===== src/rtl/tinker_pkg.sv =====
// Shared types and constants for the Tinker memory-port arbiter.
// Covers the arbiter FSM states, the requester identity and the memory access sizes.
package tinker_pkg;

  typedef enum logic [1:0] {
    IDLE  = 2'd0,
    ISSUE = 2'd1,
    WAIT  = 2'd2
  } arb_state_t;

  typedef enum logic {
    REQ_IF = 1'b0,
    REQ_D  = 1'b1
  } req_id_t;

  localparam logic MSIZE_W32 = 1'b0;
  localparam logic MSIZE_W64 = 1'b1;

  localparam int DATA_W   = 64;
  localparam int INSN_W   = 32;
  localparam int STARVE_W = 4;

endpackage


===== src/rtl/tinker_arb_prio.sv =====
// Winner selection between fetch and data requesters: data-first, with a
// saturating counter that hands the port to fetch after STARVE_LIMIT data wins.
module tinker_arb_prio
  import tinker_pkg::*;
#(
  parameter int STARVE_LIMIT = 4
) (
  input  logic    clk,
  input  logic    reset,
  input  logic    if_req,
  input  logic    d_req,
  input  logic    arb_en,
  output req_id_t winner
);

  localparam logic [STARVE_W-1:0] LIMIT   = STARVE_W'(STARVE_LIMIT);
  localparam logic [STARVE_W-1:0] CNT_ONE = STARVE_W'(1);

  logic [STARVE_W-1:0] starve_cnt_q;
  logic [STARVE_W-1:0] starve_cnt_d;

  always_comb begin
    winner = REQ_D;
    if (if_req && (!d_req || (starve_cnt_q == LIMIT))) begin
      winner = REQ_IF;
    end
  end

  // Only a data win while fetch is waiting counts towards starvation.
  always_comb begin
    starve_cnt_d = starve_cnt_q;
    if (arb_en) begin
      if ((winner == REQ_D) && if_req) begin
        starve_cnt_d = (starve_cnt_q == LIMIT) ? starve_cnt_q : starve_cnt_q + CNT_ONE;
      end else begin
        starve_cnt_d = '0;
      end
    end
  end

  always_ff @(posedge clk or posedge reset) begin
    if (reset) begin
      starve_cnt_q <= '0;
    end else begin
      starve_cnt_q <= starve_cnt_d;
    end
  end

endmodule


===== src/rtl/tinker_mem_arbiter.sv =====
// Shares the single Tinker memory port between instruction fetch and load/store,
// one outstanding transaction at a time, routing each response to its issuer.
module tinker_mem_arbiter
  import tinker_pkg::*;
#(
  parameter int ADDR_W       = 32,
  parameter int STARVE_LIMIT = 4
) (
  input  logic              clk,
  input  logic              reset,
  input  logic              if_req,
  input  logic [ADDR_W-1:0] if_addr,
  output logic              if_gnt,
  output logic              if_rvalid,
  output logic [31:0]       if_rdata,
  input  logic              d_req,
  input  logic              d_we,
  input  logic [ADDR_W-1:0] d_addr,
  input  logic [63:0]       d_wdata,
  output logic              d_gnt,
  output logic              d_rvalid,
  output logic [63:0]       d_rdata,
  output logic              m_req,
  output logic              m_we,
  output logic              m_size,
  output logic [ADDR_W-1:0] m_addr,
  output logic [63:0]       m_wdata,
  input  logic              m_ready,
  input  logic              m_rvalid,
  input  logic [63:0]       m_rdata,
  output logic              busy
);

  arb_state_t          state_q, state_d;
  req_id_t             owner_q, owner_d;
  req_id_t             winner;
  logic                arb_en;

  logic                m_req_q, m_req_d;
  logic                m_we_q, m_we_d;
  logic                m_size_q, m_size_d;
  logic [ADDR_W-1:0]   m_addr_q, m_addr_d;
  logic [DATA_W-1:0]   m_wdata_q, m_wdata_d;
  logic                if_gnt_q, if_gnt_d;
  logic                d_gnt_q, d_gnt_d;
  logic                if_rvalid_q, if_rvalid_d;
  logic                d_rvalid_q, d_rvalid_d;
  logic [INSN_W-1:0]   if_rdata_q, if_rdata_d;
  logic [DATA_W-1:0]   d_rdata_q, d_rdata_d;

  assign arb_en = (state_q == IDLE) && (if_req || d_req);

  tinker_arb_prio #(
    .STARVE_LIMIT (STARVE_LIMIT)
  ) u_prio (
    .clk    (clk),
    .reset  (reset),
    .if_req (if_req),
    .d_req  (d_req),
    .arb_en (arb_en),
    .winner (winner)
  );

  always_comb begin
    state_d     = state_q;
    owner_d     = owner_q;
    m_req_d     = m_req_q;
    m_we_d      = m_we_q;
    m_size_d    = m_size_q;
    m_addr_d    = m_addr_q;
    m_wdata_d   = m_wdata_q;
    if_gnt_d    = 1'b0;
    d_gnt_d     = 1'b0;
    if_rvalid_d = 1'b0;
    d_rvalid_d  = 1'b0;
    if_rdata_d  = if_rdata_q;
    d_rdata_d   = d_rdata_q;

    case (state_q)
      IDLE: begin
        if (arb_en) begin
          owner_d = winner;
          m_req_d = 1'b1;
          state_d = ISSUE;
          if (winner == REQ_IF) begin
            if_gnt_d  = 1'b1;
            m_we_d    = 1'b0;
            m_size_d  = MSIZE_W32;
            m_addr_d  = if_addr;
            m_wdata_d = '0;
          end else begin
            d_gnt_d   = 1'b1;
            m_we_d    = d_we;
            m_size_d  = MSIZE_W64;
            m_addr_d  = d_addr;
            m_wdata_d = d_wdata;
          end
        end
      end

      ISSUE: begin
        if (m_ready) begin
          m_req_d = 1'b0;
          state_d = WAIT;
        end
      end

      // Fetch never writes, so m_we_q alone tells a store ack from load data.
      WAIT: begin
        if (m_rvalid) begin
          state_d = IDLE;
          if (owner_q == REQ_IF) begin
            if_rvalid_d = 1'b1;
            if_rdata_d  = m_rdata[INSN_W-1:0];
          end else begin
            d_rvalid_d = 1'b1;
            d_rdata_d  = m_we_q ? '0 : m_rdata;
          end
        end
      end

      default: begin
        state_d = IDLE;
      end
    endcase
  end

  always_ff @(posedge clk or posedge reset) begin
    if (reset) begin
      state_q     <= IDLE;
      owner_q     <= REQ_IF;
      m_req_q     <= 1'b0;
      m_we_q      <= 1'b0;
      m_size_q    <= MSIZE_W32;
      m_addr_q    <= '0;
      m_wdata_q   <= '0;
      if_gnt_q    <= 1'b0;
      d_gnt_q     <= 1'b0;
      if_rvalid_q <= 1'b0;
      d_rvalid_q  <= 1'b0;
      if_rdata_q  <= '0;
      d_rdata_q   <= '0;
    end else begin
      state_q     <= state_d;
      owner_q     <= owner_d;
      m_req_q     <= m_req_d;
      m_we_q      <= m_we_d;
      m_size_q    <= m_size_d;
      m_addr_q    <= m_addr_d;
      m_wdata_q   <= m_wdata_d;
      if_gnt_q    <= if_gnt_d;
      d_gnt_q     <= d_gnt_d;
      if_rvalid_q <= if_rvalid_d;
      d_rvalid_q  <= d_rvalid_d;
      if_rdata_q  <= if_rdata_d;
      d_rdata_q   <= d_rdata_d;
    end
  end

  assign m_req     = m_req_q;
  assign m_we      = m_we_q;
  assign m_size    = m_size_q;
  assign m_addr    = m_addr_q;
  assign m_wdata   = m_wdata_q;
  assign if_gnt    = if_gnt_q;
  assign d_gnt     = d_gnt_q;
  assign if_rvalid = if_rvalid_q;
  assign d_rvalid  = d_rvalid_q;
  assign if_rdata  = if_rdata_q;
  assign d_rdata   = d_rdata_q;
  assign busy      = (state_q != IDLE);

endmodule


===== config.mk =====
export PLATFORM = sky130hd
export DESIGN_NAME = tinker_mem_arbiter
export DESIGN_NICKNAME = d
export VERILOG_FILES = /design/src/rtl/tinker_pkg.sv /design/src/rtl/tinker_arb_prio.sv /design/src/rtl/tinker_mem_arbiter.sv
export SDC_FILE = /design/constraint.sdc
export NUM_CORES = 1
export LEC_CHECK = 0
export BUFFER_PORTS_ARGS = -buffer_cell sky130_fd_sc_hd__buf_2
export CAP_MARGIN = 0
export CORE_MARGIN = 10
export CORE_UTILIZATION = 31
export CTS_CLUSTER_SIZE = 10
export DETAILED_ROUTE_END_ITERATION = 10
export SLEW_MARGIN = 15
export SYNTH_ARGS = -nofsm -noshare
export SYNTH_HDL_FRONTEND = slang
export SYNTH_SLANG_ARGS = --single-unit
export TNS_END_PERCENT = 5

===== constraint.sdc =====
create_clock -name clk -period 9.49 [get_ports clk]
set_input_delay 1.898 -clock clk [delete_from_list [all_inputs] [get_ports clk]]
set_output_delay 1.898 -clock clk [all_outputs]
set_load 0.01 [all_outputs]

==> results.md <==
* First-pass GRT wire length at around 40000 µm
* WP data required at about 7.6 ns
* Period utilisation layout at 0.366
* Endpoints failing hold at 0
* Crit path kind: flop to output port
* Drt initial violations at approximately 350
* Final setup fails at 0
* IO buf count at 398
* Vias in the first global route at 6867
* CTS tree: built
* CP max FO at 6
* P_leak at between 5 and 6 nW
* Placer Congestion at 0.740
* Outcome: finished, final reports clean
* Synth Register Bits at 205
* Reg2Reg Setup Slack at 7.27 ns
* WHS Endpoint: d_rdata[33]$_DFFE_PP0P_
* Worst ir drop on vdd at ~0.2 mV
* Cts bufs inserted at 24
* GR met1 Demand/Resource at 0.177
* Max-slew headroom at 0.298
* Cell taking the most area after synthesis: dfrtp_1
* PwrDens at between 300 and 400 nW/µm²
* Synth cell types at 30
* Busiest grt layer: met2
* Placed wire-length estimate at roughly 19000 µm
* Initial Utilization at 0.313
* Die footprint at approximately 33000 µm²
* MaxCap Viol Count at 0
* Clock latency on the worst-skew pair at 0.51 ns
* Setup slack after layout at approximately 6 ns
* Slowest CP cell: dfrtp_1
* Hold WS at approximately 0.47 ns
* Start point of the worst hold path: d_rdata[33]$_DFFE_PP0P_
* Syn Area/Cell at ~12 µm²
* Initial antenna violation count at 2
* Top-level port count at 399
* Seq/Total Area, Yosys at 0.634
* # nets final at approximately 1200
* Number of H-tree levels at 1
* Largest net degree at the start of global routing at around 140
* Hold WC Path Type: flop to flop
* Reg2reg start: state_q[0]$_DFFE_PP0P_
* GRT Total Usage at 0.149
* Nature of the critical path endpoint: output port
* R2R depth at 3
* Worst path max stage delay at approximately 0.47 ns
* Setup bufs post-CTS at 0
* Congestion Overflow GR at 0
* Yosys top cell area share at 0.634
* RSZ-0062 raised after global routing: no
* Most common cell after layout, fill and taps aside: buf_2
* Layout Skew at 0.00504 ns
* Clk slew on worst S/H paths at 0.05 ns
* DR pass1 iterations at 6
* Vias post-DR at approximately 6400
* Slew Viols, Final at 0
* Hold_buf cts at 0
* DRC at 0
* CP top delay family: flip-flops
* Cell area after synthesis at 8090 µm²
* Arr. time, crit path at approximately 1.6 ns
* Antenna-violating nets left at 0
* Dpl ws at between 5 and 6 ns
* Die Ht at between 150 and 200 µm
* CP Cell Sequence: nor2_2, inv_1, buf_2
* Synth area leaders: dfrtp_1 (63%), a22o_1 (11%), nand2b_1 (5.0%), o21ai_0 (4.2%), mux2_2 (3.3%)
* Routed WL at between 20000 and 30000 µm
* Core footprint at between 20000 and 30000 µm²
* Worst Path Buf+Inv at 2
* Synth-to-layout area growth at 35.4%
* # resized after CTS at 0
* # rows at 59
* CTS root buf: clkbuf_16
* Hold Path Depth at 2
* Post-synth net total at between 800 and 900
* Post-Route Setup TNS at 0 ns
* Critical path startpoint category: flop
* DR WL/cell at 18.7 µm
* Clock buffer depth at 3
* Cells after synthesis at around 650
* Chip width at around 180 µm
* Vias per cell at roughly 4.7
* Layout cell share with drive strength beyond 1 at 0.448
* Final Critical Period at between 3 and 4 ns
* RR Endpoint: d_rdata[49]$_DFFE_PP0P_
* Grt met3 use at 0.0604
* Worst Tran Pin Value at 1.05 ns
* FMAX at between 200 and 300 MHz
* Met2 GRT Util at 0.244
* Clock Sinks at just over 200
* Synth Warn # at 0
* Most frequent cells in the layout: buf_2 (398), dfrtp_1 (205), a22o_1 (97), nand2_1 (69), o21ai_0 (68)
cells by family after synthesis:
group / Yosys count / share of synthesized area
mux: 32 / 0.0445
fa+ha+maj: 2 / 0.00309
simple gates: 148 / 0.0953
flops: 205 / 0.634
compound gates: 206 / 0.185
buf+inv: 56 / 0.0379
worst max path at each step:
stage / startpoint / to / slack [ns] / depth (start not counted)
after floorplan: reset / d_gnt$_DFF_PP0_ / 2.00 / 1
after global placement: reset / d_rdata[12]$_DFFE_PP0P_ / 5.79 / 3
after detailed placement: m_rvalid / d_rdata[49]$_DFFE_PP0P_ / 5.75 / 4
after CTS: state_q[0]$_DFFE_PP0P_ / busy / 5.97 / 3
after global routing: state_q[0]$_DFFE_PP0P_ / busy / 5.89 / 3
final: state_q[0]$_DFFE_PP0P_ / busy / 6.01 / 3
sequential cells by signal, summed over array words and instances, names as in the netlist:
| register | flops |
|---|---|
| d_gnt | 1 |
| d_rdata | 64 |
| d_rvalid | 1 |
| if_gnt | 1 |
| if_rdata | 32 |
| if_rvalid | 1 |
| m_addr | 32 |
| m_req | 1 |
| m_size | 1 |
| m_wdata | 64 |
| m_we | 1 |
| state_q | 2 |
| u_prio.starve_cnt_q | 4 |
cell type report:
class | instances | area, µm²
Inverter | 7 | 33.8
Antenna cell | 1 | 2.50
Fill cell | 2485 | 14900
Tap cell | 335 | 419
Timing Repair Buffer | 406 | 2050
Multi-Input combinational cell | 388 | 2680
Clock inverter | 1 | 5.00
Sequential cell | 205 | 5130
Clock buffer | 27 | 633
power by group:
part	total [mW]	switching (mW)	internal (mW)
registers	1.47	0.220	1.25
logic	1.41	0.754	0.652
clock network	0.794	0.331	0.462
through the flow:
stage	instances	cell area (µm²)	power, mW	util
2_1_floorplan	649	8090	2.29	-
3_3_place_gp	1341	10300	2.90	0.399
3_5_place_dp	1341	10300	2.92	0.399
4_1_cts	1369	11000	3.74	0.424
5_1_grt	1369	11000	3.94	0.424
6_report	1370	11000	3.67	0.424
per-layer routing:
layer | wire length (µm) | up-vias
met5 | 7 | -
met4 | 476 | 2
met3 | 2650 | 29
met2 | 12200 | 278
met1 | 10400 | 3025
li1 | - | 3037
worst min-delay path, stage by stage, from the launching register on:
cell and delay [ns]:
dfrtp_1 0.33, nand2_1 0.05, o21ai_0 0.06
synth_stat cells:
library cell / instances
a21o_1: 34
nor4_1: 1
inv_1: 7
o31ai_1: 1
a22o_1: 97
o211a_1: 1
nand2b_1: 65
nand2_1: 69
dfrtp_1: 205
clkbuf_1: 19
a21oi_1: 2
nor2_1: 5
buf_2: 17
mux2_1: 8
a211oi_2: 1
nand4b_1: 1
nor2_2: 1
nand3_1: 2
ha_1: 2
nand3b_1: 1
nor3b_4: 1
buf_4: 4
o22ai_1: 1
nand3b_4: 1
mux2_2: 24
o21ai_0: 68
o21ai_1: 1
nor4b_1: 1
buf_1: 1
buf_6: 8
Note: power is estimated with default switching activity, not from simulation.
